--- config.mk ---
export PLATFORM = sky130hd
export DESIGN_NAME = dataout_uart_tx
export DESIGN_NICKNAME = d
export VERILOG_FILES = /design/src/rtl/dataout_uart_tx.sv
export SDC_FILE = /design/constraint.sdc
export NUM_CORES = 1
export LEC_CHECK = 0
export ABC_AREA = 1
export CORE_MARGIN = 10
export CORE_UTILIZATION = 30
export CTS_BUF_LIST = sky130_fd_sc_hd__clkbuf_4 sky130_fd_sc_hd__clkbuf_8 sky130_fd_sc_hd__clkbuf_16
export DETAILED_ROUTE_END_ITERATION = 12
export GPL_ROUTABILITY_DRIVEN = 0
export SLEW_MARGIN = 20
export SYNTH_ARGS = -nofsm -noshare
export SYNTH_HDL_FRONTEND = slang
export SYNTH_SLANG_ARGS = --single-unit
--- constraint.sdc ---
create_clock -name clk_i -period 4.6 [get_ports clk_i]
set_input_delay 1.15 -clock clk_i [delete_from_list [all_inputs] [get_ports clk_i]]
set_output_delay 1.15 -clock clk_i [all_outputs]
set_load 0.03 [all_outputs]
--- src/rtl/dataout_uart_tx.sv ---
// Serialises every change of the CPU debug byte onto an 8N1 UART line, LSB first.
// A small circular FIFO absorbs bursts; bytes arriving while it is full are dropped and flagged.
module dataout_uart_tx #(
  parameter int CLKS_PER_BIT = 4,
  parameter int FIFO_DEPTH   = 4
) (
  input  logic                          clk_i,
  input  logic                          rst_i,
  input  logic [7:0]                    data_i,
  output logic                          tx_o,
  output logic                          busy_o,
  output logic                          overflow_o,
  output logic [$clog2(FIFO_DEPTH):0]   fifo_count_o
);

  localparam int PW = $clog2(FIFO_DEPTH);
  localparam int CW = PW + 1;
  localparam int BW = (CLKS_PER_BIT > 1) ? $clog2(CLKS_PER_BIT) : 1;
  localparam logic [BW-1:0] BAUD_LAST = BW'(CLKS_PER_BIT - 1);
  localparam logic [CW-1:0] COUNT_FULL = CW'(FIFO_DEPTH);

  localparam logic [1:0] S_IDLE  = 2'd0;
  localparam logic [1:0] S_START = 2'd1;
  localparam logic [1:0] S_DATA  = 2'd2;
  localparam logic [1:0] S_STOP  = 2'd3;

  logic [7:0]    mem_q [FIFO_DEPTH];
  logic [7:0]    prev_q, prev_d;
  logic [PW-1:0] wr_ptr_q, wr_ptr_d;
  logic [PW-1:0] rd_ptr_q, rd_ptr_d;
  logic [CW-1:0] count_q, count_d;
  logic          overflow_q, overflow_d;
  logic [1:0]    state_q, state_d;
  logic [BW-1:0] baud_q, baud_d;
  logic [2:0]    bit_q, bit_d;
  logic [7:0]    shift_q, shift_d;
  logic          tx_q, tx_d;

  logic push_req, push_ok, pop, full, baud_last;

  // FIFO bookkeeping; a pop in the same cycle frees the slot a full-FIFO push needs.
  always_comb begin
    push_req   = (data_i != prev_q);
    pop        = (state_q == S_IDLE) && (count_q != '0);
    full       = (count_q == COUNT_FULL);
    push_ok    = push_req && (!full || pop);
    prev_d     = data_i;
    wr_ptr_d   = push_ok ? wr_ptr_q + PW'(1) : wr_ptr_q;
    rd_ptr_d   = pop ? rd_ptr_q + PW'(1) : rd_ptr_q;
    overflow_d = overflow_q | (push_req & ~push_ok);
    count_d    = count_q;
    if (push_ok && !pop) begin
      count_d = count_q + CW'(1);
    end else if (pop && !push_ok) begin
      count_d = count_q - CW'(1);
    end
  end

  always_comb begin
    state_d   = state_q;
    bit_d     = bit_q;
    shift_d   = shift_q;
    tx_d      = tx_q;
    baud_last = (baud_q == BAUD_LAST);
    baud_d    = baud_last ? '0 : baud_q + BW'(1);
    case (state_q)
      S_IDLE: begin
        baud_d = '0;
        tx_d   = 1'b1;
        if (pop) begin
          shift_d = mem_q[rd_ptr_q];
          state_d = S_START;
          tx_d    = 1'b0;
        end
      end
      S_START: begin
        if (baud_last) begin
          state_d = S_DATA;
          bit_d   = 3'd0;
          tx_d    = shift_q[0];
        end
      end
      S_DATA: begin
        if (baud_last) begin
          if (bit_q == 3'd7) begin
            state_d = S_STOP;
            tx_d    = 1'b1;
          end else begin
            bit_d   = bit_q + 3'd1;
            shift_d = {1'b0, shift_q[7:1]};
            tx_d    = shift_q[1];
          end
        end
      end
      S_STOP: begin
        if (baud_last) begin
          state_d = S_IDLE;
          tx_d    = 1'b1;
        end
      end
      default: begin
        state_d = S_IDLE;
        tx_d    = 1'b1;
      end
    endcase
    if (state_d != state_q) begin
      baud_d = '0;
    end
  end

  always_ff @(posedge clk_i or posedge rst_i) begin
    if (rst_i) begin
      prev_q     <= 8'h00;
      wr_ptr_q   <= '0;
      rd_ptr_q   <= '0;
      count_q    <= '0;
      overflow_q <= 1'b0;
      state_q    <= S_IDLE;
      baud_q     <= '0;
      bit_q      <= 3'd0;
      shift_q    <= 8'h00;
      tx_q       <= 1'b1;
    end else begin
      prev_q     <= prev_d;
      wr_ptr_q   <= wr_ptr_d;
      rd_ptr_q   <= rd_ptr_d;
      count_q    <= count_d;
      overflow_q <= overflow_d;
      state_q    <= state_d;
      baud_q     <= baud_d;
      bit_q      <= bit_d;
      shift_q    <= shift_d;
      tx_q       <= tx_d;
    end
  end

  // Storage needs no reset: validity is tracked entirely by the pointers and count.
  always_ff @(posedge clk_i) begin
    if (push_ok) begin
      mem_q[wr_ptr_q] <= data_i;
    end
  end

  assign tx_o         = tx_q;
  assign busy_o       = (state_q != S_IDLE);
  assign overflow_o   = overflow_q;
  assign fifo_count_o = count_q;

endmodule

==> insert_results.sql, run 1 <==
INSERT INTO impl_metrics (metric_group, metric, value, unit) VALUES
('die', 'io-pin-count', '16', ''),
('place', 'dpl.hpwl', '3560', 'microns'),
('cts', 'clock_latency', '0.33', 'ns'),
('yosys', 'synthTopCellsByArea', 'sky130_fd_sc_hd__edfxtp_1 (34%), sky130_fd_sc_hd__dfrtp_1 (27%), sky130_fd_sc_hd__nand2_1 (6.8%)', ''),
('drt', 'drtIter0Drc', '100', ''),
('place', 'placed_area', '0.00310', 'sq mm'),
('final_layout', 'nFillCells', '916', ''),
('final_layout', 'final-instance-count-excl-fill', '409', ''),
('grt', 'grt_overflow_total', '0', ''),
('critical_path', 'regToRegSetupSlack', '2.35', 'ns'),
('cts', 'ctsHoldBuffers', '0', ''),
('critical_path', 'timing.critical_path.to_type', 'flip-flop', ''),
('critical_path', 'crit_path_start_kind', 'primary input', ''),
('sta', 'slew_violations', '0', ''),
('power_and_ir_drop', 'cell_internal_pwr', '1.47', 'mW'),
('yosys', 'synth.yosys.seq_area_share', '0.622', ''),
('sta', 'rsz0062_at_grt', 'no', ''),
('final_layout', 'finish.instance_area', '0.00333', 'sq mm'),
('cts', 'cts_inserted_buffers', '9', ''),
('drt', 'drc', '0', ''),
('drt', 'routed-via-count', '1840', ''),
('drt', 'routedWlPerCell', '13.0', 'microns'),
('min_path', 'hp-class', 'reg -> reg', ''),
('final_layout', 'areaGrowthSynthToFinish', '17.5', '%'),
('power_and_ir_drop', 'switchingPower', '0.924', 'mW'),
('power_and_ir_drop', 'totalPowerFinal', '2.39', 'mW'),
('sta', 'fmaxAchievable', '319', 'MHz'),
('final_layout', 'nNetsFinal', '312', ''),
('yosys', 'synthesis.yosys.warnings', '0', ''),
('outcome', 'outcome', 'finished, final reports clean', ''),
('sta', 'setup_ws', '1.46', 'ns'),
('sta', 'final_period_minus_worst_setup_slack', '3.14', 'ns'),
('die', 'starting_utilization_of_the_core_area', '0.308', ''),
('drt', 'drt_first_pass_iters', '4', ''),
('drt', 'postRouteAntennaNets', '0', ''),
('sta', 'final.period_utilization', '0.682', ''),
('sta', 'slew-limit-headroom', '0.385', ''),
('cts', 'clk_transition_reported_paths', '0.07', 'ns'),
('cts', 'cts_repair_resize_count', '0', ''),
('critical_path', 'reg2reg_depth', '11', ''),
('final_layout', 'antenna_cells_inserted', '0', ''),
('sta', 'layout_skew', '0.0103', 'ns'),
('power_and_ir_drop', 'power.density', '719', 'mW/mm^2'),
('yosys', 'syn-instance-count', '271', ''),
('place', 'io_buffer_count', '15', ''),
('final_layout', 'final_core_util', '0.362', ''),
('yosys', 'synth.largest_area_cell', 'sky130_fd_sc_hd__edfxtp_1', ''),
('final_layout', 'layout-drive-gt1-share', '0.117', ''),
('critical_path', 'critPathMaxFanout', '7', ''),
('drt', 'vias_per_cell', '4.50', ''),
('cts', 'cts_tree', 'done', ''),
('yosys', 'ys_ff_latch', '64', ''),
('power_and_ir_drop', 'power.share.clock', '0.223', ''),
('yosys', 'postSynthNetCount', '290', ''),
('critical_path', 'arrival', '3.36', 'ns'),
('cts', 'h-tree-depth', '3', ''),
('grt', 'antenna_violations_before_repair', '0', ''),
('place', 'place_ws', '1.07', 'ns'),
('yosys', 'postSynthAreaPerCell', '10.5', 'sq um'),
('critical_path', 'rr_startpoint', 'state_q[0]$_DFF_PP0_', ''),
('grt', 'grt_pass1_wl', '9120', 'microns'),
('die', 'die-width', '117', 'microns'),
('power_and_ir_drop', 'swShare', '0.386', ''),
('critical_path', 'critPathCapture', 'fifo_count_o[2]$_DFFE_PP0P_', ''),
('grt', 'vias_in_the_first_global_route', '1874', ''),
('critical_path', 'critPathRequiredTime', '4.82', 'ns'),
('power_and_ir_drop', 'seq_power_share', '0.404', ''),
('yosys', 'syn_area', '0.00283', 'sq mm'),
('sta', 'timing.final.setup_violations', '0', ''),
('critical_path', 'path_class', 'in -> reg', ''),
('yosys', 'synthDominantCellAreaShare', '0.339', '');
routing by layer:
layer / up-vias / routed length (microns) / GRT usage
li1: 941 / - / -
met1: 878 / 2390 / 0.0993
met2: 14 / 2740 / 0.145
met3: 7 / 112 / 0.0209
met4: 0 / 88 / 0.0478
met5: - / 0 / 0
cells by family (layout without fill, tap and decap cells):
| family | after synthesis | after routing | share of synthesized area |
|---|---|---|---|
| muxes | 1 | 1 | 0.00397 |
| AOI/OAI and AO/OA | 41 | 41 | 0.0813 |
| buffers and inverters | 32 | 59 | 0.0459 |
| DFF | 64 | 64 | 0.622 |
| xor gates and xnor gates | 8 | 8 | 0.0247 |
| adders and majority gates | 9 | 9 | 0.0424 |
| and+or+nand+nor | 116 | 116 | 0.179 |
cell usage in the layout, fill, tap and decap left out, types with 2 or more instances in the layout:
master                            instances
sky130_fd_sc_hd__o211ai_1                 5
sky130_fd_sc_hd__dfrtp_1                 31
sky130_fd_sc_hd__o21ai_2                  2
sky130_fd_sc_hd__nand2_4                  4
sky130_fd_sc_hd__inv_6                    2
sky130_fd_sc_hd__ha_1                     8
sky130_fd_sc_hd__clkbuf_8                 9
sky130_fd_sc_hd__nand2_1                 51
sky130_fd_sc_hd__o21ai_0                 24
sky130_fd_sc_hd__inv_1                   21
sky130_fd_sc_hd__xor2_1                   2
sky130_fd_sc_hd__xnor2_1                  6
sky130_fd_sc_hd__nor2_2                   2
sky130_fd_sc_hd__clkinv_4                 2
sky130_fd_sc_hd__inv_2                    4
sky130_fd_sc_hd__bufinv_16                2
sky130_fd_sc_hd__edfxtp_1                32
sky130_fd_sc_hd__nor2_1                  43
sky130_fd_sc_hd__clkdlybuf4s50_1         15
sky130_fd_sc_hd__o21ai_1                  7
sky130_fd_sc_hd__nand3_1                 10
cells in the mapped netlist:
library cell                n
sky130_fd_sc_hd__nor2_4     1
sky130_fd_sc_hd__dfrtp_1   31
sky130_fd_sc_hd__and2_1     1
sky130_fd_sc_hd__nand3_2    1
sky130_fd_sc_hd__ha_1       8
sky130_fd_sc_hd__nor2_2     2
sky130_fd_sc_hd__o21ai_1    7
sky130_fd_sc_hd__edfxtp_1  32
sky130_fd_sc_hd__o211ai_1   5
sky130_fd_sc_hd__clkinv_2   1
sky130_fd_sc_hd__a21o_1     1
sky130_fd_sc_hd__nand3b_1   1
sky130_fd_sc_hd__nand4_1    1
sky130_fd_sc_hd__o21ai_0   24
sky130_fd_sc_hd__nor2_1    43
sky130_fd_sc_hd__mux2_2     1
sky130_fd_sc_hd__a21oi_1    1
sky130_fd_sc_hd__nand2_4    4
sky130_fd_sc_hd__o21ai_2    2
sky130_fd_sc_hd__inv_1     21
sky130_fd_sc_hd__nand2_1   51
sky130_fd_sc_hd__xor2_1     2
sky130_fd_sc_hd__fa_1       1
sky130_fd_sc_hd__dfstp_2    1
sky130_fd_sc_hd__inv_2      4
sky130_fd_sc_hd__xnor2_1    6
sky130_fd_sc_hd__o21a_1     1
sky130_fd_sc_hd__nand2_2    1
sky130_fd_sc_hd__nand3_1   10
sky130_fd_sc_hd__buf_2      4
sky130_fd_sc_hd__clkinv_1   1
sky130_fd_sc_hd__buf_4      1
power groups by stage:
| stage | Combinational (mW) | Clock (mW) | Sequential, mW |
|---|---|---|---|
| 2_1_floorplan | 0.672 | 0 | 0.956 |
| 5_1_grt | 1.04 | 0.578 | 0.990 |
| 6_report | 0.893 | 0.533 | 0.967 |
| 4_1_cts | 0.909 | 0.549 | 0.970 |
| 3_5_place_dp | 0.902 | 0 | 0.981 |
| 3_3_place_gp | 0.883 | 0 | 0.976 |
state kept, by name, summed over array words and instances (netlist names), 2 cells and up:
| signal | cells |
|---|---|
| bit_q | 3 |
| shift_q | 8 |
| state_q | 2 |
| rd_ptr_q | 2 |
| fifo_count_o | 3 |
| wr_ptr_q | 2 |
| baud_q | 2 |
| prev_q | 8 |
| mem_q | 32 |
critical path, cell delays in order:
cell	delay, ns
sky130_fd_sc_hd__clkdlybuf4s50_1	0.59
sky130_fd_sc_hd__inv_1	0.06
sky130_fd_sc_hd__nand2_1	0.06
sky130_fd_sc_hd__nand2_1	0.04
sky130_fd_sc_hd__nand2_1	0.10
sky130_fd_sc_hd__nor2_1	0.06
sky130_fd_sc_hd__nand2_1	0.13
sky130_fd_sc_hd__nand2_2	0.11
sky130_fd_sc_hd__inv_1	0.08
sky130_fd_sc_hd__ha_1	0.14
sky130_fd_sc_hd__inv_1	0.06
sky130_fd_sc_hd__fa_1	0.37
sky130_fd_sc_hd__a21oi_1	0.14
sky130_fd_sc_hd__o21ai_0	0.11
sky130_fd_sc_hd__xor2_1	0.15
worst min path at each step:
stage / slack (ns) / to / startpoint / cells past startpoint
5_1_grt: 0.47 / baud_q[0]$_DFF_PP0_ / baud_q[0]$_DFF_PP0_ / 1
4_1_cts: 0.44 / baud_q[0]$_DFF_PP0_ / baud_q[0]$_DFF_PP0_ / 1
6_report: 0.43 / baud_q[0]$_DFF_PP0_ / baud_q[0]$_DFF_PP0_ / 1
2_1_floorplan: 0.41 / baud_q[0]$_DFF_PP0_ / baud_q[0]$_DFF_PP0_ / 1
3_5_place_dp: 0.43 / baud_q[0]$_DFF_PP0_ / baud_q[0]$_DFF_PP0_ / 1
3_3_place_gp: 0.42 / baud_q[0]$_DFF_PP0_ / baud_q[0]$_DFF_PP0_ / 1
layout make-up:
cell class / instances / area share
well taps: 111 / 0.0417
repair buffers: 16 / 0.0474
clock buffers: 9 / 0.0372
multi-input cells: 175 / 0.282
flip-flops and latches: 64 / 0.530
clock inverters: 7 / 0.0308
inverters: 27 / 0.0308
(Power assumes the default switching activity.)
==> inputs of run 2 (changes only) <==
Clock period 4.6 ns to 2.8 ns, I/O delays scaled along.
==> insert_results.sql, run 2 (synthesis gave the netlist of run 1 again) <==
INSERT INTO impl_metrics (metric_group, metric, value, unit) VALUES
('critical_path', 'regToRegSetupSlack', '0.63', 'ns'),
('critical_path', 'timing.critical_path.to_type', 'flip-flop', ''),
('final_layout', 'antenna_cells_inserted', '0', ''),
('cts', 'cts_repair_resize_count', '0', ''),
('sta', 'slew-limit-headroom', '0.629', ''),
('sta', 'setup_ws', '0.285', 'ns'),
('final_layout', 'multiInputGateArea', '940', 'sq um'),
('critical_path', 'critPathRequiredTime', '3.01', 'ns'),
('cts', 'clock_latency', '0.33', 'ns'),
('final_layout', 'top_register', 'mem_q', ''),
('sta', 'holdWs', '0.438', 'ns'),
('critical_path', 'path_class', 'in -> reg', ''),
('power_and_ir_drop', 'worst_vdd_ir', '0.472', 'mV'),
('die', 'starting_utilization_of_the_core_area', '0.308', ''),
('outcome', 'outcome', 'finished, final reports clean', ''),
('power_and_ir_drop', 'cell_internal_pwr', '2.39', 'mW'),
('critical_path', 'timing.rr.end', 'fifo_count_o[2]$_DFFE_PP0P_', ''),
('critical_path', 'critPathMaxFanout', '4', ''),
('critical_path', 'timing.critical_path.max_delay_family', 'buffers and inverters', ''),
('place', 'io_buffer_count', '15', ''),
('die', 'floorplan.die.height', '117', 'microns'),
('critical_path', 'most_frequent_cp_cell', 'sky130_fd_sc_hd__nand2_1', ''),
('min_path', 'terminating_pin_of_the_worst_hold_path', 'baud_q[0]$_DFF_PP0_', ''),
('min_path', 'hp-class', 'reg -> reg', ''),
('sta', 'rsz0062_at_grt', 'no', ''),
('min_path', 'min_from', 'baud_q[0]$_DFF_PP0_', ''),
('cts', 'h-tree-depth', '3', ''),
('drt', 'postRouteAntennaNets', '0', ''),
('cts', 'post-cts-setup-buffers', '0', ''),
('place', 'place_ws', '-0.0805', 'ns'),
('drt', 'vias_per_cell', '4.43', ''),
('grt', 'vias_in_the_first_global_route', '1818', ''),
('cts', 'cts_buffer_depth', '2', ''),
('critical_path', 'rr_startpoint', 'state_q[0]$_DFF_PP0_', ''),
('power_and_ir_drop', 'power.share.clock', '0.197', ''),
('place', 'place.detailed.instances', '408', ''),
('die', 'placeableCoreArea', '0.00920', 'sq mm'),
('cts', 'clk_transition_reported_paths', '0.07', 'ns'),
('final_layout', 'largest_register_ff_count', '32', ''),
('drt', 'drtIter0Drc', '99', ''),
('grt', 'grt_pass1_wl', '8830', 'microns'),
('die', 'die-width', '117', 'microns'),
('sta', 'layout_skew', '0.00803', 'ns'),
('critical_path', 'cp_cell_sequence', 'clkdlybuf4s50_1, inv_1, nand2_1, nand2_1, nand2_1, nor2_1, nand2_1, nand2_2, inv_1, ha_1, inv_1, fa_1, a21oi_1, o21ai_0, xor2_1', ''),
('final_layout', 'nFillCells', '921', ''),
('critical_path', 'worst-path-buf-inv', '4', ''),
('critical_path', 'reg2reg_depth', '11', ''),
('power_and_ir_drop', 'totalPowerFinal', '3.85', 'mW'),
('power_and_ir_drop', 'power.combinational.fraction', '0.390', ''),
('final_layout', 'register_area', '0.00176', 'sq mm'),
('drt', 'routedWlPerCell', '12.6', 'microns'),
('grt', 'grt_max_degree', '33', ''),
('drt', 'drc', '0', ''),
('sta', 'hold_violations', '0', ''),
('final_layout', 'biggestRegsByFlops', 'mem_q (32), prev_q (8), shift_q (8)', ''),
('critical_path', 'crit_path_start_kind', 'primary input', ''),
('job', 'maxCapViolCount', '0', ''),
('drt', 'drt_first_pass_iters', '4', ''),
('cts', 'cts-root-buf', 'sky130_fd_sc_hd__clkbuf_8', ''),
('drt', 'aggregate_routed_wire_length', '5340', 'microns'),
('die', 'floorplan.rows', '35', ''),
('place', 'dpl.hpwl', '3680', 'microns'),
('grt', 'antenna_violations_before_repair', '0', ''),
('final_layout', 'layout-drive-gt1-share', '0.160', ''),
('drt', 'routed-via-count', '1877', ''),
('sta', 'worst-slew-pin-transition', '0.557', 'ns'),
('final_layout', 'areaGrowthSynthToFinish', '20.4', '%'),
('grt', 'grt_overflow_total', '0', ''),
('final_layout', 'final-instance-count-excl-fill', '424', ''),
('critical_path', 'arrival', '2.73', 'ns'),
('critical_path', 'cp_slowest_stage_delay', '0.54', 'ns'),
('die', 'io-pin-count', '16', ''),
('die', 'design.die.area', '0.0137', 'sq mm'),
('final_layout', 'commonest_non_fill_non_tap_cell_in_the_layout', 'sky130_fd_sc_hd__nand2_1', ''),
('final_layout', 'nNetsFinal', '327', ''),
('power_and_ir_drop', 'seq_power_share', '0.413', ''),
('power_and_ir_drop', 'switchingPower', '1.46', 'mW'),
('sta', 'slew_violations', '0', ''),
('sta', 'final.period_utilization', '0.898', ''),
('cts', 'cts_inserted_buffers', '9', ''),
('sta', 'fmaxAchievable', '398', 'MHz'),
('power_and_ir_drop', 'power.density', '1130', 'mW/mm^2'),
('grt', 'track_usage', '0.0839', ''),
('cts', 'cts_tree', 'done', ''),
('power_and_ir_drop', 'swShare', '0.379', ''),
('cts', 'ctsHoldBuffers', '0', ''),
('min_path', 'hold-path-cell-count', '1', ''),
('power_and_ir_drop', 'power_leakage', '1.45', 'nW'),
('sta', 'final_period_minus_worst_setup_slack', '2.52', 'ns'),
('final_layout', 'layout_common_cells', 'sky130_fd_sc_hd__nand2_1 (51), sky130_fd_sc_hd__nor2_1 (43), sky130_fd_sc_hd__edfxtp_1 (32)', ''),
('sta', 'timing.final.setup_violations', '0', ''),
('cts', 'clock_sink_count', '64', ''),
('critical_path', 'worst_path_max_delay_cell', 'sky130_fd_sc_hd__clkdlybuf4s50_1', '');
run 2: final cells by class:
type	count	share of cell area
inverter	27	0.0301
tap	111	0.0407
multi-input combinational	175	0.276
sequential	64	0.517
clock buffer	16	0.0572
timing repair buffer	31	0.0793
run 2: per-stage QoR:
step / setup TNS [ns] / util / area (sq um)
floorplan: 0 / - / 2830
global placement: -0.0136 / 0.350 / 3210
detailed placement: -0.149 / 0.350 / 3210
CTS: 0 / 0.371 / 3410
global route: 0 / 0.371 / 3410
finish: 0 / 0.371 / 3410
run 2: power groups by stage:
stage | Combinational [mW] | Sequential [mW] | Clock (mW)
2_1_floorplan | 1.10 | 1.57 | 0
3_3_place_gp | 1.50 | 1.59 | 0
3_5_place_dp | 1.53 | 1.60 | 0
4_1_cts | 1.54 | 1.59 | 0.783
5_1_grt | 1.73 | 1.62 | 0.826
6_report | 1.50 | 1.59 | 0.758
run 2: worst max path at each step:
stage | from | endpoint | slack [ns] | depth (start not counted)
2_1_floorplan | data_i[0] | fifo_count_o[1]$_DFFE_PP0P_ | 0.54 | 10
3_3_place_gp | data_i[5] | fifo_count_o[2]$_DFFE_PP0P_ | -0.01 | 15
3_5_place_dp | data_i[5] | fifo_count_o[2]$_DFFE_PP0P_ | -0.08 | 15
4_1_cts | data_i[5] | fifo_count_o[2]$_DFFE_PP0P_ | 0.28 | 15
5_1_grt | data_i[5] | fifo_count_o[2]$_DFFE_PP0P_ | 0.16 | 15
6_report | data_i[5] | fifo_count_o[2]$_DFFE_PP0P_ | 0.28 | 15
run 2: worst register-to-register path, delay by kind of cell, from the launching register on:
family                   cells  cell delay [ns]
AO/OA/AOI/OAI                2             0.26
adder cells (fa/ha/maj)      2             0.50
buffers and inverters        3             0.23
XOR/XNOR                     1             0.14
AND/OR/NAND/NOR              3             0.47
flip-flops                   1             0.46
run 2: per-layer routing:
metal	vias to the layer above	track usage	part of all wire
met2	13	0.136	0.49
met4	0	0.0305	0.012
met5	-	0	0
li1	966	-	-
met1	892	0.101	0.47
met3	6	0.0280	0.023
